File: src/rtl/mutation_sched_if.sv
// Lane-side and engine-side signal bundle of the mutation scheduler.
// slave: the scheduler's view; master: the GA core lanes plus the mutation engine.
interface mutation_sched_if #(
    parameter int unsigned NUM_REQ    = 4,
    parameter int unsigned GENE_LEN   = 12,
    parameter int unsigned CHAR_WIDTH = 8
);
    logic [NUM_REQ-1:0]                     req;
    logic [NUM_REQ*GENE_LEN*CHAR_WIDTH-1:0] child_bus;
    logic [NUM_REQ*8-1:0]                   thresh_bus;
    logic [NUM_REQ-1:0]                     gnt;
    logic [NUM_REQ-1:0]                     res_valid;
    logic [NUM_REQ-1:0]                     res_ready;
    logic [GENE_LEN*CHAR_WIDTH-1:0]         res_data;
    logic                                   res_err;
    logic                                   mut_start;
    logic [GENE_LEN*CHAR_WIDTH-1:0]         mut_child;
    logic [GENE_LEN*8-1:0]                  mut_rand_mask;
    logic [GENE_LEN*8-1:0]                  mut_rand_ascii;
    logic [7:0]                             mut_thresh;
    logic [GENE_LEN*CHAR_WIDTH-1:0]         mut_mutant;
    logic                                   mut_done;

    modport slave (
        input  req, child_bus, thresh_bus, res_ready, mut_mutant, mut_done,
        output gnt, res_valid, res_data, res_err,
               mut_start, mut_child, mut_rand_mask, mut_rand_ascii, mut_thresh
    );

    modport master (
        output req, child_bus, thresh_bus, res_ready, mut_mutant, mut_done,
        input  gnt, res_valid, res_data, res_err,
               mut_start, mut_child, mut_rand_mask, mut_rand_ascii, mut_thresh
    );
endinterface

File: src/rtl/mutation_sched.sv
// Round-robin share of one mutation engine among NUM_REQ lanes, with LFSR byte fill and done watchdog.
// Optional MUT_PRINTABLE_EN: ASCII bytes mapped into the printable range 32..126.
module mutation_sched #(
    parameter int unsigned NUM_REQ    = 4,
    parameter int unsigned GENE_LEN   = 12,
    parameter int unsigned CHAR_WIDTH = 8,
    parameter logic [31:0] SEED       = 32'hACE1_2024,
    parameter int unsigned TIMEOUT    = 255
) (
    input logic            clk,
    input logic            rst,
    mutation_sched_if.slave bus
);
    localparam int unsigned IDX_W     = (NUM_REQ > 1) ? $clog2(NUM_REQ) : 1;
    localparam int unsigned GW        = GENE_LEN * CHAR_WIDTH;
    localparam int unsigned FILL_N    = 2 * GENE_LEN;
    localparam int unsigned K_W       = $clog2(FILL_N);
    localparam int unsigned WD_W      = 16;
    localparam logic [31:0] POLY      = 32'h8020_0003;
    localparam logic [31:0] LFSR_INIT = (SEED == 32'd0) ? 32'd1 : SEED;

    typedef enum logic [2:0] {IDLE, FILL, START, WAIT, DELIVER} state_t;

    state_t           state;
    logic [IDX_W-1:0] rr_ptr;
    logic [IDX_W-1:0] idx;
    logic [K_W-1:0]   k;
    logic [WD_W-1:0]  wd;
    logic [31:0]      lfsr;
    logic [31:0]      lfsr_nxt;
    logic [7:0]       fill_byte;
    logic [IDX_W-1:0] win_idx;
    logic [IDX_W-1:0] cand;
    logic             win_found;

    // Eight Galois right-shift steps per fill cycle
    function automatic logic [31:0] step8(input logic [31:0] s);
        logic [31:0] r;
        r = s;
        for (int i = 0; i < 8; i++) r = r[0] ? ((r >> 1) ^ POLY) : (r >> 1);
        return r;
    endfunction

    always_comb lfsr_nxt = step8(lfsr);

    always_comb begin
`ifdef MUT_PRINTABLE_EN
        if (k >= K_W'(GENE_LEN))
            fill_byte = 8'd32 + {2'b00, lfsr_nxt[5:0]} + (lfsr_nxt[6] ? 8'd31 : 8'd0);
        else
            fill_byte = lfsr_nxt[7:0];
`else
        fill_byte = lfsr_nxt[7:0];
`endif
    end

    // First requester at or after rr_ptr, circularly
    always_comb begin
        win_found = 1'b0;
        win_idx   = '0;
        cand      = '0;
        for (int unsigned i = 0; i < NUM_REQ; i++) begin
            cand = IDX_W'((32'(rr_ptr) + i) % NUM_REQ);
            if (!win_found && bus.req[cand]) begin
                win_found = 1'b1;
                win_idx   = cand;
            end
        end
    end

    always_ff @(posedge clk or posedge rst) begin
        if (rst) begin
            state              <= IDLE;
            rr_ptr             <= '0;
            idx                <= '0;
            k                  <= '0;
            wd                 <= '0;
            lfsr               <= LFSR_INIT;
            bus.gnt            <= '0;
            bus.res_valid      <= '0;
            bus.res_data       <= '0;
            bus.res_err        <= 1'b0;
            bus.mut_start      <= 1'b0;
            bus.mut_child      <= '0;
            bus.mut_thresh     <= '0;
            bus.mut_rand_mask  <= '0;
            bus.mut_rand_ascii <= '0;
        end else begin
            bus.gnt       <= '0;
            bus.mut_start <= 1'b0;
            case (state)
                IDLE: if (win_found) begin
                    idx            <= win_idx;
                    bus.gnt        <= NUM_REQ'(1) << win_idx;
                    bus.mut_child  <= bus.child_bus[win_idx*GW +: GW];
                    bus.mut_thresh <= bus.thresh_bus[win_idx*8 +: 8];
                    k              <= '0;
                    state          <= FILL;
                end
                FILL: begin
                    lfsr <= lfsr_nxt;
                    if (k < K_W'(GENE_LEN)) bus.mut_rand_mask[k*8 +: 8] <= fill_byte;
                    else bus.mut_rand_ascii[(k - K_W'(GENE_LEN))*8 +: 8] <= fill_byte;
                    if (k == K_W'(FILL_N - 1)) begin
                        bus.mut_start <= 1'b1;
                        state         <= START;
                    end else begin
                        k <= k + 1'b1;
                    end
                end
                START: begin
                    wd    <= '0;
                    state <= WAIT;
                end
                WAIT: if (bus.mut_done) begin
                    bus.res_data  <= bus.mut_mutant;
                    bus.res_err   <= 1'b0;
                    bus.res_valid <= NUM_REQ'(1) << idx;
                    state         <= DELIVER;
                end else if (wd == WD_W'(TIMEOUT - 1)) begin
                    // Engine never answered: hand the untouched child back flagged as error
                    bus.res_data  <= bus.mut_child;
                    bus.res_err   <= 1'b1;
                    bus.res_valid <= NUM_REQ'(1) << idx;
                    state         <= DELIVER;
                end else begin
                    wd <= wd + 1'b1;
                end
                DELIVER: if (bus.res_ready[idx]) begin
                    bus.res_valid <= '0;
                    bus.res_err   <= 1'b0;
                    rr_ptr        <= (idx == IDX_W'(NUM_REQ - 1)) ? '0 : idx + 1'b1;
                    state         <= IDLE;
                end
                default: state <= IDLE;
            endcase
        end
    end
endmodule

File: src/flat_wrapper.sv
// flat-port wrapper written by rule: the top's interface ports become plain ports
module mutation_sched_flat 
#(
    parameter int unsigned NUM_REQ    = 4,
    parameter int unsigned GENE_LEN   = 12,
    parameter int unsigned CHAR_WIDTH = 8,
    parameter logic [31:0] SEED       = 32'hACE1_2024,
    parameter int unsigned TIMEOUT    = 255
)
  (clk, rst, bus_req, bus_child_bus, bus_thresh_bus, bus_res_ready, bus_mut_mutant, bus_mut_done, bus_gnt, bus_res_valid, bus_res_data, bus_res_err, bus_mut_start, bus_mut_child, bus_mut_rand_mask, bus_mut_rand_ascii, bus_mut_thresh);
  mutation_sched_if #(.NUM_REQ(NUM_REQ), .GENE_LEN(GENE_LEN), .CHAR_WIDTH(CHAR_WIDTH)) bus_i ();
  input logic clk;
  input logic rst;
  input wire logic [$bits(bus_i.req)-1:0] bus_req;
  input wire logic [$bits(bus_i.child_bus)-1:0] bus_child_bus;
  input wire logic [$bits(bus_i.thresh_bus)-1:0] bus_thresh_bus;
  input wire logic [$bits(bus_i.res_ready)-1:0] bus_res_ready;
  input wire logic [$bits(bus_i.mut_mutant)-1:0] bus_mut_mutant;
  input wire logic [$bits(bus_i.mut_done)-1:0] bus_mut_done;
  output wire logic [$bits(bus_i.gnt)-1:0] bus_gnt;
  output wire logic [$bits(bus_i.res_valid)-1:0] bus_res_valid;
  output wire logic [$bits(bus_i.res_data)-1:0] bus_res_data;
  output wire logic [$bits(bus_i.res_err)-1:0] bus_res_err;
  output wire logic [$bits(bus_i.mut_start)-1:0] bus_mut_start;
  output wire logic [$bits(bus_i.mut_child)-1:0] bus_mut_child;
  output wire logic [$bits(bus_i.mut_rand_mask)-1:0] bus_mut_rand_mask;
  output wire logic [$bits(bus_i.mut_rand_ascii)-1:0] bus_mut_rand_ascii;
  output wire logic [$bits(bus_i.mut_thresh)-1:0] bus_mut_thresh;
  assign bus_i.req = bus_req;
  assign bus_i.child_bus = bus_child_bus;
  assign bus_i.thresh_bus = bus_thresh_bus;
  assign bus_i.res_ready = bus_res_ready;
  assign bus_i.mut_mutant = bus_mut_mutant;
  assign bus_i.mut_done = bus_mut_done;
  assign bus_gnt = bus_i.gnt;
  assign bus_res_valid = bus_i.res_valid;
  assign bus_res_data = bus_i.res_data;
  assign bus_res_err = bus_i.res_err;
  assign bus_mut_start = bus_i.mut_start;
  assign bus_mut_child = bus_i.mut_child;
  assign bus_mut_rand_mask = bus_i.mut_rand_mask;
  assign bus_mut_rand_ascii = bus_i.mut_rand_ascii;
  assign bus_mut_thresh = bus_i.mut_thresh;
  mutation_sched #(.NUM_REQ(NUM_REQ), .GENE_LEN(GENE_LEN), .CHAR_WIDTH(CHAR_WIDTH), .SEED(SEED), .TIMEOUT(TIMEOUT)) u_core (.clk(clk), .rst(rst), .bus(bus_i));
endmodule
File: config.mk
export PLATFORM = sky130hd
export DESIGN_NAME = mutation_sched_flat
export DESIGN_NICKNAME = d
export VERILOG_FILES = /design/src/rtl/mutation_sched_if.sv /design/src/rtl/mutation_sched.sv /design/src/flat_wrapper.sv
export SDC_FILE = /design/constraint.sdc
export NUM_CORES = 1
export LEC_CHECK = 0
export CAP_MARGIN = 15
export CORE_AREA = 2 2 365 367
export CTS_CLUSTER_DIAMETER = 60
export CTS_CLUSTER_SIZE = 20
export DETAILED_ROUTE_END_ITERATION = 10
export DIE_AREA = 0 0 367 369
export GPL_ROUTABILITY_DRIVEN = 0
export MAX_ROUTING_LAYER = met4
export SLEW_MARGIN = 10
export SYNTH_ARGS = -nofsm -noshare
export SYNTH_HDL_FRONTEND = slang
export SYNTH_SLANG_ARGS = --single-unit
export TNS_END_PERCENT = 10
File: constraint.sdc
create_clock -name clk -period 19.9 [get_ports clk]
set_input_delay 4.975 -clock clk [delete_from_list [all_inputs] [get_ports clk]]
set_output_delay 4.975 -clock clk [all_outputs]
set_load 0.03 [all_outputs]
[After elaboration in Yosys (flattened, before gate mapping)]
Index checks and enable logic that the tools add are counted.
W data, S select, Z words.
Operators by class
  bitwise gates (word level): 9
  shift-type cells: 8
  multiplexer cells: 55
  reduce and logical (&&, ||, !) cells: 20
  add/sub/neg operators: 9
  equal/unequal tests: 14
  magnitude comparators: 6
  $mul: 1
Operator list (number)
  $shiftx A384 B10 Y96: 1
  $mux W32: 8
  $bwmux W96: 2
  $mux W96: 2
  $shift A8 B34 Y96 const A: 2
  $shiftx A8 B34 Y96: 2
  $neg A32 Y34: 1
  $neg A8 Y34: 1
  $mux W16: 2
  $not A3 Y4: 8
  $pmux W16 S2: 1
  $shiftx A32 B6 Y8: 1
  $mux W4: 5
  $add A16 B1 Y16 const B: 1
  $eq A16 B8 Y1 const B: 1
  $lt A2 B3 Y1 const B: 5
  $mux W3: 5
  $pmux W3 S5: 1
  $mux W1: 14
  $bmux W1 S2: 5
  $mux W2: 5
  $mux W5: 2
  $pmux W5 S2: 1
  $reduce_and A2 Y1: 5
  other kinds (24): 41
Storage, ports and cells
  register bits after elaboration: 462
  word-level logic and storage cells: 137

[Longest topological paths before layout]
  depth in word-level cells: 18
  depth in mapped cells: 17

[Worst setup path before layout]
OpenSTA, ideal clock, no wires.
  path type: input to register
  start point: input bus_req[1]
  end point: register u_core.bus.mut_thresh[1] in the netlist's numbering
  arrival: 6585 ps
  stages: 7
  required time: 19836 ps
  path slack: 13251 ps
  buffers on the path: 2
  cells stage by stage: or3_1 a31oi_1 clkbuf_1 clkbuf_1 a21oi_1 a221oi_1 a21o_1
On the way
  longest elaborated chain between the ends: 13
Ends and longest elaborated chain
  from (decl): RTL line flat_wrapper.sv:14  | input wire logic [$bits(bus_i.req)-1:0] bus_req;
  $bmux W1 S2: RTL line mutation_sched.sv:64  | if (!win_found && bus.req[cand]) begin
  $mux W1 (not written as such): RTL line mutation_sched.sv:64
  $mux W1: RTL line mutation_sched.sv:64
  $logic_not A1 Y1: RTL line mutation_sched.sv:64
  $logic_and A1 B1 Y1: RTL line mutation_sched.sv:64
  $mux W1: RTL line mutation_sched.sv:64
  $logic_not A1 Y1: RTL line mutation_sched.sv:64
  $logic_and A1 B1 Y1: RTL line mutation_sched.sv:64
  $mux W1: RTL line mutation_sched.sv:64
  $logic_not A1 Y1: RTL line mutation_sched.sv:64
  $logic_and A1 B1 Y1: RTL line mutation_sched.sv:64
  $mux W2 or $mux W1 (tied branches): RTL line mutation_sched.sv:64
  $shiftx A32 B6 Y8 or $reduce_and A2 Y1 (tied branches)
  to (signal assigned): RTL line mutation_sched.sv:96  | bus.mut_thresh <= bus.thresh_bus[win_idx*8 +: 8];
  to (decl): RTL line mutation_sched_if.sv:27  | mut_start, mut_child, mut_rand_mask, mut_rand_ascii, mut_thresh
Several ways; a longest one is shown, not always the timed one. The select of a mux whose other input is x is not followed.
A chain may end at the register's enable or synchronous reset.

[Worst setup path in the final report]
  start point: input bus_req[1]
  end point: register u_core.bus.mut_child[8] in the netlist's numbering
On the way
  longest elaborated chain between the ends: 14
Ends and longest elaborated chain
  $bmux W1 S2: RTL line mutation_sched.sv:64
  $mux W1 (not written as such): RTL line mutation_sched.sv:64
  $mux W1: RTL line mutation_sched.sv:64
  $logic_not A1 Y1: RTL line mutation_sched.sv:64
  $logic_and A1 B1 Y1: RTL line mutation_sched.sv:64
  $mux W1: RTL line mutation_sched.sv:64
  $logic_not A1 Y1: RTL line mutation_sched.sv:64
  $logic_and A1 B1 Y1: RTL line mutation_sched.sv:64
  $mux W1: RTL line mutation_sched.sv:64
  $logic_not A1 Y1: RTL line mutation_sched.sv:64
  $logic_and A1 B1 Y1: RTL line mutation_sched.sv:64
  $mux W2: RTL line mutation_sched.sv:64
  $mul A2 B2 Y4: RTL line mutation_sched.sv:95  | bus.mut_child <= bus.child_bus[win_idx*GW +: GW];
  $shiftx A384 B10 Y96: RTL line mutation_sched.sv:95
  to (signal assigned): RTL line mutation_sched.sv:95
  to (decl): RTL line mutation_sched_if.sv:27
Several ways; a longest one is shown, not always the timed one. The select of a mux whose other input is x is not followed.

==> run_results.csv <==
group,metric,value,unit
status,status,"completed",
worst_setup_path,crit_path_top_delay_cell,"buf_4",
floorplan,row_count,133,
detailed_routing,drt_iter0_drc,1512,
sta,hold_viol_final,0,
placed_design,port_buffers,924,
worst_setup_path,r2r-end,"u_core.bus.mut_rand_ascii[48]$_DFFE_PP0P_",
cells_and_area,drive_gt1_share,10.9,%
logic_synthesis,synthDistinctLibCells,62,
floorplan,start_util,17.4,%
clock_tree,cts_setup_buffers,0,
worst_setup_path,cp_common_cell,"buf_4",
detailed_routing,wire_per_inst,24.4,microns
logic_synthesis,synth_flop_cell,"dfrtp_1",
logic_synthesis,synthTopCellsByCount,"dfrtp_1 (451), nand2_1 (356), mux2i_1 (207)",
logic_synthesis,avgSynthCellArea,10.5,sq um
logic_synthesis,synth.top_cell.area_share,49.5,%
worst_setup_path,crit_chain,"clkdlybuf4s50_1, or3_1, a31oi_4, buf_4, buf_4, buf_4, a21oi_1, a221oi_1, a21o_1",
sta,rsz0062_at_grt,"false",
power_and_ir_drop,powerDensity,155,mW/mm^2
worst_setup_path,cp_slowest_stage_delay,0.80,ns
clock_tree,cts-buffers-inserted,56,
sta,fmax,119,MHz
global_routing,antenna_found_initial,36,
power_and_ir_drop,peakVddDrop,0.0000848,V
clock_tree,worstSkewPairLatency,0.66,ns
sta,relSlewSlack,21.6,%
global_routing,grt_max_degree,142,
global_routing,grt_pass1_wl,163000,microns
logic_synthesis,synth_area_leaders,"dfrtp_1 (49%), mux2i_1 (9.1%), mux2_2 (7.0%)",
clock_tree,clock-sinks,462,
logic_synthesis,synth_fp_nets,2717,
logic_synthesis,yosysSeqAreaShare,50.7,%
worst_setup_path,reg2reg_from,"u_core.k[2]$_DFFE_PP0P_",
floorplan,core,0.131,sq mm
flow_run,drv_cap,0,
worst_setup_path,critPathLaunch,"bus_req[1]",
sta,min_period,8.38,ns
detailed_routing,finalWirelength,118000,microns
worst_setup_path,cp-start-kind,"primary input",
worst_setup_path,reg2reg_depth,13,
worst_setup_path,end_kind,"flop",
logic_synthesis,synth-async-reset-ratio,100,%
clock_tree,cts_root_buf,"clkbuf_16",
power_and_ir_drop,p_leak,15.6,nW
global_routing,grt_pass1_vias,21000,
logic_synthesis,yosys_register_bits,462,
worst_setup_path,crit_fanout,80,
detailed_routing,dr.pass1.iters,5,
global_routing,track_usage,17.3,%
detailed_routing,antenna_left,0,
logic_synthesis,ys_warn_count,0,
sta,setup_viol,0,
placed_design,pre_cts_slack,11.01,ns
logic_synthesis,synthesis.area,0.0228,sq mm
clock_tree,htreeDepth,2,
hold_path,min_from,"u_core.lfsr[21]$_DFFE_PP1P_",
global_routing,grt-ovfl-total,0,
floorplan,fp.dieW,367,microns
worst_setup_path,arrival,8.98,ns
cells_and_area,area_growth,58.2,%
sta,finalWorstSetupSlack,11.52,ns
logic_synthesis,yosysMostFrequentCell,"dfrtp_1",
logic_synthesis,synth_edf_count,0,
sta,fin_crit_sh,42.1,%
clock_tree,cts_hold_buf,0,
detailed_routing,remaining_drc_errors,0,
logic_synthesis,syn_inst,2172,
detailed_routing,viasPerCell,4.28,
placed_design,hpwl,94600,microns
worst_setup_path,critPathKind,"primary input to flop",
clock_tree,cts_tree,"done",
hold_path,hold_path.class,"flop to flop",
sta,tns,0,ns
clock_tree,cts_resized,0,
logic_synthesis,yosys.area.top_type,"dfrtp_1",
detailed_routing,vias,20800,
floorplan,die_area,0.135,sq mm
worst_setup_path,ff2ff_setup_slack,14.78,ns
worst_setup_path,crit_end,"u_core.bus.mut_child[8]$_DFFE_PP0P_",
clock_tree,path_clk_slew,0.07,ns
worst_setup_path,worst_ep_required_time,20.50,ns
cells_and_area,fin_nets,3562,
sta,slew_viol_final,0,
floorplan,io_pins,925,
clock_tree,clk_path_buf_depth,3,
sta,worst_pin_slew,1.18,ns
floorplan,die_h,369,microns
sta,final.setup_skew,0.0455,ns
[placed cells by master, fill, tap and decap left out, drive strengths merged, types with 26 or more instances in the layout]
master         Yosys  layout
a21o             115     115
a21oi            112     112
a221oi           104     104
buf               36      36
clkbuf           136      60
clkdlybuf4s50      0     923
dfrtp            451     451
inv               27      50
mux2             142     142
mux2i            207     207
nand2            356     356
nand3             55      55
nor2              46      46
nor3              28      28
o21ai            164     164
xnor2             26      26
[cell type report]
cell class,count,area [sq um]
Fill cell,13900,95000
Sequential cell,462,11600
Multi-Input combinational cell,1510,10500
Timing Repair Buffer,959,9530
Tap cell,1755,2200
Clock buffer,60,1460
Clock inverter,46,661
Inverter,28,113
Antenna cell,25,62.6
[power by group]
part / leakage [nW] / internal (mW) / switching (mW)
Sequential: 6.00 / 1.27 / 0.362
Clock: 1.02 / 0.636 / 0.524
Combinational: 8.54 / 1.07 / 1.74
[registers in the layout (all words and copies together) (netlist names)]
name and count:
u_core.bus.mut_start 1, u_core.idx 2, u_core.bus.mut_rand_mask 96, u_core.bus.mut_child 96, u_core.rr_ptr 2, u_core.state 3
u_core.bus.mut_rand_ascii 96, u_core.bus.res_err 1, u_core.bus.res_valid 4, u_core.bus.mut_thresh 8, u_core.k 5, u_core.wd 16
u_core.lfsr 32, u_core.bus.gnt 4, u_core.bus.res_data 96
[cells by family (layout without fill, tap and decap cells)]
| logic type | count (synthesis) | count (layout) | share of synthesized area (%) |
|---|---|---|---|
| AO/OA/AOI/OAI | 513 | 513 | 14.6 |
| multiplexers | 350 | 350 | 16.2 |
| other | 0 | 25 | 0 |
| flip-flops | 462 | 462 | 50.7 |
| adder cells (fa/ha/maj) | 22 | 22 | 1.21 |
| buffers and inverters | 200 | 1093 | 3.47 |
| XOR/XNOR | 42 | 42 | 1.89 |
| AND/OR/NAND/NOR | 583 | 583 | 11.9 |
[how the worst min path moves through the flow]
| stage | slack (ns) | endpoint | cells past startpoint |
|---|---|---|---|
| CTS | 0.45 | u_core.lfsr[22]$_DFFE_PP1P_ | 2 |
| finish | 0.45 | u_core.lfsr[13]$_DFFE_PP1P_ | 2 |
| global route | 0.48 | u_core.lfsr[22]$_DFFE_PP1P_ | 2 |
| detailed placement | 0.45 | u_core.lfsr[31]$_DFFE_PP1P_ | 2 |
| global placement | 0.44 | u_core.lfsr[23]$_DFFE_PP1P_ | 2 |
| floorplan | 0.43 | u_core.lfsr[23]$_DFFE_PP1P_ | 2 |
[critical path: cells and delay by family]
kind | cells | cell delay, ns
compound gates | 4 | 0.87
buf+inv | 4 | 2.48
simple gates | 1 | 0.45
[per-stage QoR]
stage / hold slack [ns] / instances / utilization (%) / power (mW) / area (sq um)
2_1_floorplan: 0.435 / 2172 / - / 3.08 / 22800
3_3_place_gp: 0.442 / 4714 / 25.9 / 4.46 / 33900
3_5_place_dp: 0.449 / 4714 / 25.9 / 4.49 / 33900
4_1_cts: 0.450 / 4820 / 27.5 / 5.68 / 36000
5_1_grt: 0.482 / 4843 / 27.5 / 5.90 / 36100
6_report: 0.452 / 4845 / 27.5 / 5.59 / 36100
[per-layer routing]
metal	up-vias	GRT usage, %	share of wire [%]
met5	-	-	0
met4	0	7.46	4.4
met3	162	5.20	7.8
met2	850	27.0	46
met1	10200	20.7	41
li1	9520	-	-
(Power assumes the default switching activity.)
